`config.mk`:
```
export PLATFORM = sky130hd
export DESIGN_NAME = imgproc_msg_reader
export DESIGN_NICKNAME = d
export VERILOG_FILES = /design/src/rtl/imgproc_msg_pkg.sv /design/src/rtl/imgproc_msg_parser.sv /design/src/rtl/imgproc_msg_reader.sv
export SDC_FILE = /design/constraint.sdc
export NUM_CORES = 1
export LEC_CHECK = 0
export ABC_CLOCK_PERIOD_IN_PS = 5500
export CORE_ASPECT_RATIO = 2
export CORE_UTILIZATION = 40
export DETAILED_ROUTE_END_ITERATION = 6
export HOLD_SLACK_MARGIN = 0.03
export PLACE_DENSITY = 0.77
export SETUP_SLACK_MARGIN = 0.5
export SLEW_MARGIN = 20
export SYNTH_ARGS = -nofsm -noshare
export SYNTH_HDL_FRONTEND = slang
export SYNTH_SLANG_ARGS = --single-unit
```
`constraint.sdc`:
```
create_clock -name clk -period 5.5 [get_ports clk]
set_clock_uncertainty 0.05 [all_clocks]
set_input_delay 1.1 -clock clk [delete_from_list [all_inputs] [get_ports clk]]
set_output_delay 1.1 -clock clk [all_outputs]
set_load 0.02 [all_outputs]
```
`src/rtl/imgproc_msg_pkg.sv`:
```
// Shared constants and state encoding for the image-processor message reader.
// Covers the slave register map, status register fields and message identifiers.
package imgproc_msg_pkg;

    localparam logic [2:0] ADDR_STATUS = 3'd0;
    localparam logic [2:0] ADDR_MSG    = 3'd1;
    localparam logic [2:0] ADDR_ID     = 3'd2;
    localparam logic [2:0] ADDR_BBCOL  = 3'd3;

    localparam int STAT_FLUSH_BIT  = 4;
    localparam int STAT_COUNT_LSB  = 8;
    localparam int STAT_COUNT_MSB  = 15;

    localparam logic [31:0] STAT_FLUSH_WORD = 32'h1 << STAT_FLUSH_BIT;

    localparam logic [31:0] RBB_ID      = 32'h0052_4242;
    localparam logic [31:0] EXPECTED_ID = 32'h1234_EEE2;

    typedef enum logic [3:0] {
        ST_RESET,
        ST_ID_RD,
        ST_ID_WAIT,
        ST_HALT,
        ST_FLUSH,
        ST_POLL_WAIT,
        ST_STAT_RD,
        ST_STAT_WAIT,
        ST_MSG_RD,
        ST_MSG_WAIT
    } state_t;

endpackage

```
`src/rtl/imgproc_msg_parser.sv`:
```
// Parses the drained message word stream into bounding boxes.
// Word index survives across polls so a message split over two drains still completes.
module imgproc_msg_parser
    import imgproc_msg_pkg::*;
#(
    parameter logic [31:0] HEADER_ID = imgproc_msg_pkg::RBB_ID
) (
    input  logic        clk,
    input  logic        reset_n,
    input  logic [31:0] word,
    input  logic        word_valid,
    output logic        bb_valid,
    output logic [10:0] bb_x_min,
    output logic [10:0] bb_y_min,
    output logic [10:0] bb_x_max,
    output logic [10:0] bb_y_max,
    output logic        bb_empty,
    output logic [7:0]  err_count
);

    logic [1:0]  idx;
    logic [10:0] x_min_hold;
    logic [10:0] y_min_hold;

    // Non-header words at index 0 are dropped and counted; the index stays put to resync.
    always_ff @(posedge clk or negedge reset_n) begin
        if (!reset_n) begin
            idx        <= 2'd0;
            x_min_hold <= '0;
            y_min_hold <= '0;
            err_count  <= '0;
            bb_valid   <= 1'b0;
            bb_x_min   <= '0;
            bb_y_min   <= '0;
            bb_x_max   <= '0;
            bb_y_max   <= '0;
            bb_empty   <= 1'b0;
        end else begin
            bb_valid <= 1'b0;
            if (word_valid) begin
                case (idx)
                    2'd0: begin
                        if (word == HEADER_ID) begin
                            idx <= 2'd1;
                        end else if (err_count != 8'hFF) begin
                            err_count <= err_count + 8'd1;
                        end
                    end
                    2'd1: begin
                        x_min_hold <= word[26:16];
                        y_min_hold <= word[10:0];
                        idx        <= 2'd2;
                    end
                    2'd2: begin
                        bb_x_min <= x_min_hold;
                        bb_y_min <= y_min_hold;
                        bb_x_max <= word[26:16];
                        bb_y_max <= word[10:0];
                        bb_empty <= (x_min_hold > word[26:16]);
                        bb_valid <= 1'b1;
                        idx      <= 2'd0;
                    end
                    default: idx <= 2'd0;
                endcase
            end
        end
    end

endmodule

```
`src/rtl/imgproc_msg_reader.sv`:
```
// Avalon-MM master that checks the image processor ID, flushes its FIFO,
// then periodically drains bounding-box messages into a registered output bus.
module imgproc_msg_reader
#(
    parameter int          POLL_CYCLES = 1000,
    parameter logic [31:0] EXPECTED_ID = imgproc_msg_pkg::EXPECTED_ID,
    parameter logic [31:0] RBB_ID      = imgproc_msg_pkg::RBB_ID
) (
    input  logic        clk,
    input  logic        reset_n,
    input  logic        enable,
    output logic        m_chipselect,
    output logic        m_read,
    output logic        m_write,
    output logic [2:0]  m_address,
    output logic [31:0] m_writedata,
    input  logic [31:0] m_readdata,
    output logic        id_ok,
    output logic        bb_valid,
    output logic [10:0] bb_x_min,
    output logic [10:0] bb_y_min,
    output logic [10:0] bb_x_max,
    output logic [10:0] bb_y_max,
    output logic        bb_empty,
    output logic [7:0]  err_count
);

    import imgproc_msg_pkg::*;

    localparam logic [15:0] POLL_LOAD = 16'(POLL_CYCLES - 1);

    state_t      state;
    state_t      next_state;
    logic [15:0] poll_cnt;
    logic [7:0]  pending;
    logic [7:0]  avail;
    logic        word_valid;
    logic        nxt_read;
    logic        nxt_write;
    logic [2:0]  nxt_addr;
    logic [31:0] nxt_wdata;

    assign avail = m_readdata[STAT_COUNT_MSB:STAT_COUNT_LSB];

    // Bus strobes are decoded from the next state so they are registered and
    // line up exactly with the *_RD / FLUSH states.
    always_comb begin
        next_state = state;
        word_valid = 1'b0;
        nxt_read   = 1'b0;
        nxt_write  = 1'b0;
        nxt_addr   = ADDR_STATUS;
        nxt_wdata  = '0;

        case (state)
            ST_RESET:     next_state = ST_ID_RD;
            ST_ID_RD:     next_state = ST_ID_WAIT;
            ST_ID_WAIT:   next_state = (m_readdata == EXPECTED_ID) ? ST_FLUSH : ST_HALT;
            ST_HALT:      next_state = ST_HALT;
            ST_FLUSH:     next_state = ST_POLL_WAIT;
            ST_POLL_WAIT: begin
                if (poll_cnt == 16'd0 && enable) begin
                    next_state = ST_STAT_RD;
                end
            end
            ST_STAT_RD:   next_state = ST_STAT_WAIT;
            ST_STAT_WAIT: next_state = (avail == 8'd0) ? ST_POLL_WAIT : ST_MSG_RD;
            ST_MSG_RD:    next_state = ST_MSG_WAIT;
            ST_MSG_WAIT: begin
                word_valid = 1'b1;
                next_state = (pending == 8'd1) ? ST_POLL_WAIT : ST_MSG_RD;
            end
            default:      next_state = ST_RESET;
        endcase

        case (next_state)
            ST_ID_RD: begin
                nxt_read = 1'b1;
                nxt_addr = ADDR_ID;
            end
            ST_FLUSH: begin
                nxt_write = 1'b1;
                nxt_addr  = ADDR_STATUS;
                nxt_wdata = STAT_FLUSH_WORD;
            end
            ST_STAT_RD: begin
                nxt_read = 1'b1;
                nxt_addr = ADDR_STATUS;
            end
            ST_MSG_RD: begin
                nxt_read = 1'b1;
                nxt_addr = ADDR_MSG;
            end
            default: ;
        endcase
    end

    always_ff @(posedge clk or negedge reset_n) begin
        if (!reset_n) begin
            state        <= ST_RESET;
            m_read       <= 1'b0;
            m_write      <= 1'b0;
            m_chipselect <= 1'b0;
            m_address    <= '0;
            m_writedata  <= '0;
            id_ok        <= 1'b0;
        end else begin
            state        <= next_state;
            m_read       <= nxt_read;
            m_write      <= nxt_write;
            m_chipselect <= nxt_read | nxt_write;
            m_address    <= nxt_addr;
            m_writedata  <= nxt_wdata;
            if (state == ST_ID_WAIT && next_state == ST_FLUSH) begin
                id_ok <= 1'b1;
            end
        end
    end

    // Poll counter reloads on every entry to POLL_WAIT; pending tracks the drain length.
    always_ff @(posedge clk or negedge reset_n) begin
        if (!reset_n) begin
            poll_cnt <= '0;
            pending  <= '0;
        end else begin
            if (next_state == ST_POLL_WAIT && state != ST_POLL_WAIT) begin
                poll_cnt <= POLL_LOAD;
            end else if (state == ST_POLL_WAIT && poll_cnt != 16'd0) begin
                poll_cnt <= poll_cnt - 16'd1;
            end

            if (state == ST_STAT_WAIT) begin
                pending <= avail;
            end else if (state == ST_MSG_WAIT) begin
                pending <= pending - 8'd1;
            end
        end
    end

    imgproc_msg_parser #(
        .HEADER_ID (RBB_ID)
    ) u_parser (
        .clk        (clk),
        .reset_n    (reset_n),
        .word       (m_readdata),
        .word_valid (word_valid),
        .bb_valid   (bb_valid),
        .bb_x_min   (bb_x_min),
        .bb_y_min   (bb_y_min),
        .bb_x_max   (bb_x_max),
        .bb_y_max   (bb_y_max),
        .bb_empty   (bb_empty),
        .err_count  (err_count)
    );

endmodule

```
# == After elaboration in Yosys (flattened, before gate mapping) ==
# Index checks and enable logic that the tools add are counted.
# op_classes
addsub,3
order_cmp,1
n_eq_ne,22
muxes,18
bitwise_logic,2
n_reduce_logical,16
# op_table
cell,n
4-bit case mux with 10 select lines,1
32-bit by 23-bit == test with 1-bit output (second input constant),1
32-bit by 29-bit == test with 1-bit output (second input constant),1
16-bit two-way mux,2
4-bit by 3-bit == test with 1-bit output (second input constant),7
16-bit logical NOT,1
8-bit two-way mux,2
16-bit nonzero test,1
16-bit by 1-bit subtractor with 16-bit output (second input constant),1
4-bit == test (second input constant),3
4-bit two-way mux,3
11-bit greater-than comparator,1
8-bit by 1-bit adder with 8-bit output (second input constant),1
4-bit by 1-bit == test with 1-bit output (second input constant),2
4-bit by 2-bit == test with 1-bit output (second input constant),2
8-bit by 1-bit == test with 1-bit output (second input constant),1
8-bit logical NOT,1
8-bit inequality test (second input constant),1
2-bit case mux with 2 select lines,2
8-bit by 1-bit subtractor with 8-bit output (second input constant),1
2-bit AND reduction,3
1-bit two-way mux,5
5-bit two-way mux,1
1-bit logical AND,4
13 further kinds,14
# word_totals
reg_bits,145
inputBits,35
output_inout_bits,93
elab_cells,81

# == Longest topological paths before layout ==
# logic_depth
depth_word,8
mapped_depth,8
ltp_nobuf,8

# == Hierarchy ==
# Synthesis repeated with hierarchy kept, for this count alone.
# unflattened
cells_unflattened,534
area_unflattened_um2,5519.0
# by_module_without_submodules
module,instances,cells_each,area_each_um2,seq_area_each_um2
imgproc_msg_parser,1,302,3278.1,1951.9
imgproc_msg_reader,1,232,2240.9,850.8

# == Least setup slack after synthesis ==
# Ideal clock, no wire load.
# synth_timing
path_kind,input-to-reg
start,in m_readdata[12]
end,reg poll_cnt[10]
setup_time_ns,0.119
arrival_time_ns,2.461
required_time_ns,5.331
setup_slack_ns,2.870
cell_stages,7
path_buffers,1
cell_sequence,nand4b_1 > or4_4 > nor3_1 > o21ai_0 > and3b_1 > buf_2 > nor2_1
# synth_between
elab_chain_cells,6
word_cells_on_any_way,9
cone_classes,eq/ne (2); mux (4); reduce/logical (3)
# synth_lines
element,line_no,rtl
from (decl),imgproc_msg_reader.sv:17,"input logic [31:0] m_readdata,"
32-bit by 29-bit == test with 1-bit output *,imgproc_msg_reader.sv:58,ST_ID_WAIT: next_state = (m_readdata == EXPECTED_ID) ? ST_FLUSH : ST_HALT;
3-bit two-way mux *,imgproc_msg_reader.sv:58,
4-bit case mux with 10 select lines *,imgproc_msg_reader.sv:55,case (state)
named net next_state[1],imgproc_msg_reader.sv:33,state_t next_state;
4-bit by 3-bit == test with 1-bit output *,imgproc_msg_reader.sv:126,if (next_state == ST_POLL_WAIT && state != ST_POLL_WAIT) begin
1-bit logical AND *,imgproc_msg_reader.sv:126,
16-bit two-way mux or 2-bit nonzero test (tied branches),--,
to (signal assigned),imgproc_msg_reader.sv:129,poll_cnt <= poll_cnt - 16'd1;
to (decl),imgproc_msg_reader.sv:34,logic [15:0] poll_cnt;
# The timed path passes the listed nets; every way through them passes the cells marked *.
# A chain may end at the register's enable or synchronous reset.

# == Final worst setup path ==
# layout_timing
start,in m_readdata[23]
end,reg u_parser.err_count[1]
# layout_between
elab_chain_cells,3
# layout_lines
element,line_no,rtl
32-bit by 23-bit == test with 1-bit output,imgproc_msg_parser.sv:43,if (word == HEADER_ID) begin
1-bit NOT (no source line),--,
4-bit AND reduction (no source line),--,
to (signal assigned),imgproc_msg_parser.sv:46,err_count <= err_count + 8'd1;
to (decl),imgproc_msg_parser.sv:18,output logic [7:0] err_count
# Every way passes these cells.

==> impl_metrics.tcl <==
set metrics [dict create \
    fin_ws_ns 2.10 \
    seq_power_share 0.490 \
    detailedRoute.firstPassIterationCount 7 \
    post_synthesis_sequential_element_count 112 \
    clockBufferDepth 2 \
    worstPathArrival_ns 3.59 \
    detailedPlacementHpwl_um 9670 \
    cts_resized 0 \
    die_w_um 83.9 \
    finalSetupViolations 0 \
    routedWlPerCell_um 17.0 \
    fin_crit_sh 0.618 \
    drtAntennaViolNets 0 \
    die_h_um 166 \
    critPathCaptureType "flip-flop" \
    power.net_switching_mw 0.602 \
    cts_root_buffer "clkbuf_16" \
    via_per_inst 5.42 \
    critical_setup_path_class "in2reg" \
    fp.dieArea_um2 13900 \
    start_util 0.410 \
    setup_tns_ns 0 \
    run_status "complete, but fails checks" \
    main_synth_ff_type "dfrtp_1" \
    critical_path.max_fanout 6 \
    total_power_mw 2.01 \
    number_of_hold_violations_in_the_final_report 0 \
    finalCriticalPeriod_ns 3.40 \
    holdCritPathClass "reg2reg" \
    crit_path_start_kind "primary input" \
    critPathRequiredTime_ns 5.69 \
    drc 32 \
    first_iter_violations 188 \
    dp_worst_setup_slack_ns 1.69 \
    asyncSetResetFlopFracSynth 1.00 \
    place.gp.congestion 0.898 \
    drv_slew 0 \
    placement.cell_area_um2 6310 \
    final_design_area_no_fill_um2 6630 \
    numPortBuffers 95 \
    share_clk_of_total_power 0.345 \
    synth.yosys.warnings 0 \
    clock-sinks 112 \
    syn_area_um2 5360 \
    post_cts.repair.setup_buffers 0 \
    first_global_vias 4381 \
    fin_hold_ws_ns 0.422 \
    synth.distinct_cells 59 \
    insertion_delay_ns 0.36 \
    synth_seq_area_share 0.523 \
    internal_power_mw 1.41 \
    core_um2 13100 \
    violated_checks "DRC" \
    slew_headroom 0.434 \
    synthDominantCellAreaShare 0.523 \
    ioPinCount 128 \
    synth_area_per_cell_um2 10.3 \
    num-nets-final 657 \
    synthCells 519 \
    fmax_mhz 294 \
    worst_pin_slew_ns 0.848 \
    grt_antenna_before_repair 0 \
    unrepaired_setup_endpoints_after_global_routing "false" \
    antenna_cells 0 \
    flow.area_growth_from_synthesis_pct 23.6 \
    h_tree_lvl_count 3 \
    clkSlewWorstSetupHoldPaths_ns 0.08 \
    max_capacitance_violation_total 0 \
    switching_share 0.299 \
    p_leak_nw 2.94 \
    largest_cells_by_area_after_synthesis "dfrtp_1 (52%), nand2_1 (7.4%), mux2_2 (5.3%)" \
    grt.total_usage 0.192 \
    layout-drive-gt1-share 0.0917 \
    cts_tree "done" \
    fillers 1152 \
    yosys.cell_count.top_type "dfrtp_1" \
    final_wl_um 13000 \
    synth.largest_area_cell "dfrtp_1" \
    tritoncts.num_buffers 9 \
    grt_max_degree 68 \
    wire_length_of_the_first_global_routing_pass_um 21300 \
    ctsHoldBuffers 0 \
    worst_ir_drop_vdd_v 0.000195 \
    power.share.combinational 0.165 \
    leftover_overflow_at_the_end_of_global_routing 0 \
    detailroute.via_count 4139 \
    std_cell_rows 59 \
    synth_common_cells "dfrtp_1 (112), nand2_1 (106), o21ai_0 (34)" \
    power.density_nw_per_um2 304 \
    synth_enable_flop_cells 0 \
]
## cells by family (layout without fill, tap and decap cells)
group	count (synthesis)	count (layout)	synth area share
DFF	112	112	0.523
muxes	25	25	0.0525
AOI/OAI and AO/OA	67	67	0.0833
xor gates and xnor gates	21	21	0.0343
and+or+nand+nor	205	205	0.194
other	1	32	0.000699
adders and majority gates	16	16	0.0373
buffers and inverters	72	133	0.0747
## path summary, 6_finish.rpt
path / from / to / slack, ns / cells after the start
worst max-delay path: m_readdata[23] / u_parser.err_count[1] / 2.10 / 6
worst min-delay path: u_parser.y_min_hold[5] / u_parser.bb_y_min[5] / 0.42 / 2
worst max register to register: state[1] / u_parser.err_count[1] / 2.90 / 5
worst min register to register: u_parser.y_min_hold[5] / u_parser.bb_y_min[5] / 0.42 / 2
max in group asynchronous: reset_n / id_ok / 3.47 / 2
min in group asynchronous: reset_n / u_parser.bb_y_max[4] / 0.79 / 1
## registers in the layout, indices dropped and copies added (netlist names), 4 cells and up
name / count
pending: 8
poll_cnt: 16
state: 4
u_parser.bb_x_max: 11
u_parser.bb_x_min: 11
u_parser.bb_y_max: 11
u_parser.bb_y_min: 11
u_parser.err_count: 8
u_parser.x_min_hold: 11
u_parser.y_min_hold: 11
## layout by cell type, fill, tap and decap left out, types with 14 or more instances in the layout
master and n:
nor4_1 14, mux2_2 25, nor2_1 23, inv_1 20, dfrtp_1 112, nand2_1 105, conb_1 32, ha_1 16
clkdlybuf4s50_1 94, o21ai_0 34
## worst max-delay path: stages
cell and delay, ns:
clkdlybuf4s50_1 0.42, nor4b_1 0.62, nand4_1 0.32, nor3_1 0.55
nor2_1 0.25, mux2_2 0.32
## stage by stage
stage,util,cells
finish,0.507,763
global route,0.507,763
CTS,0.507,763
detailed placement,0.483,747
global placement,0.483,747
floorplan,-,550
## metal layers
metal | vias to the layer above | part of all wire | global-route usage
met5 | - | 0 | 0
met4 | 0 | 0.035 | 0.0922
met3 | 32 | 0.044 | 0.0348
met2 | 164 | 0.56 | 0.367
met1 | 2030 | 0.36 | 0.196
li1 | 1913 | - | -
## cell type report
class	instances	area, um2	area share
multi-input cells	366	2280	0.344
well taps	152	190	0.0287
inverters	20	75.1	0.0113
repair buffers	97	963	0.145
flip-flops and latches	112	2800	0.423
clock inverters	7	95.1	0.0143
clock buffers	9	225	0.0340
## power by group through the flow
stage / clock (mW) / sequential, mW / combinational [mW]
final: 0.695 / 0.987 / 0.332
after floorplan: 0 / 0.998 / 0.196
after global routing: 0.738 / 0.996 / 0.366
after global placement: 0 / 0.990 / 0.316
after CTS: 0.706 / 0.985 / 0.334
after detailed placement: 0 / 0.999 / 0.332
Note: power is estimated with default switching activity, not from simulation.
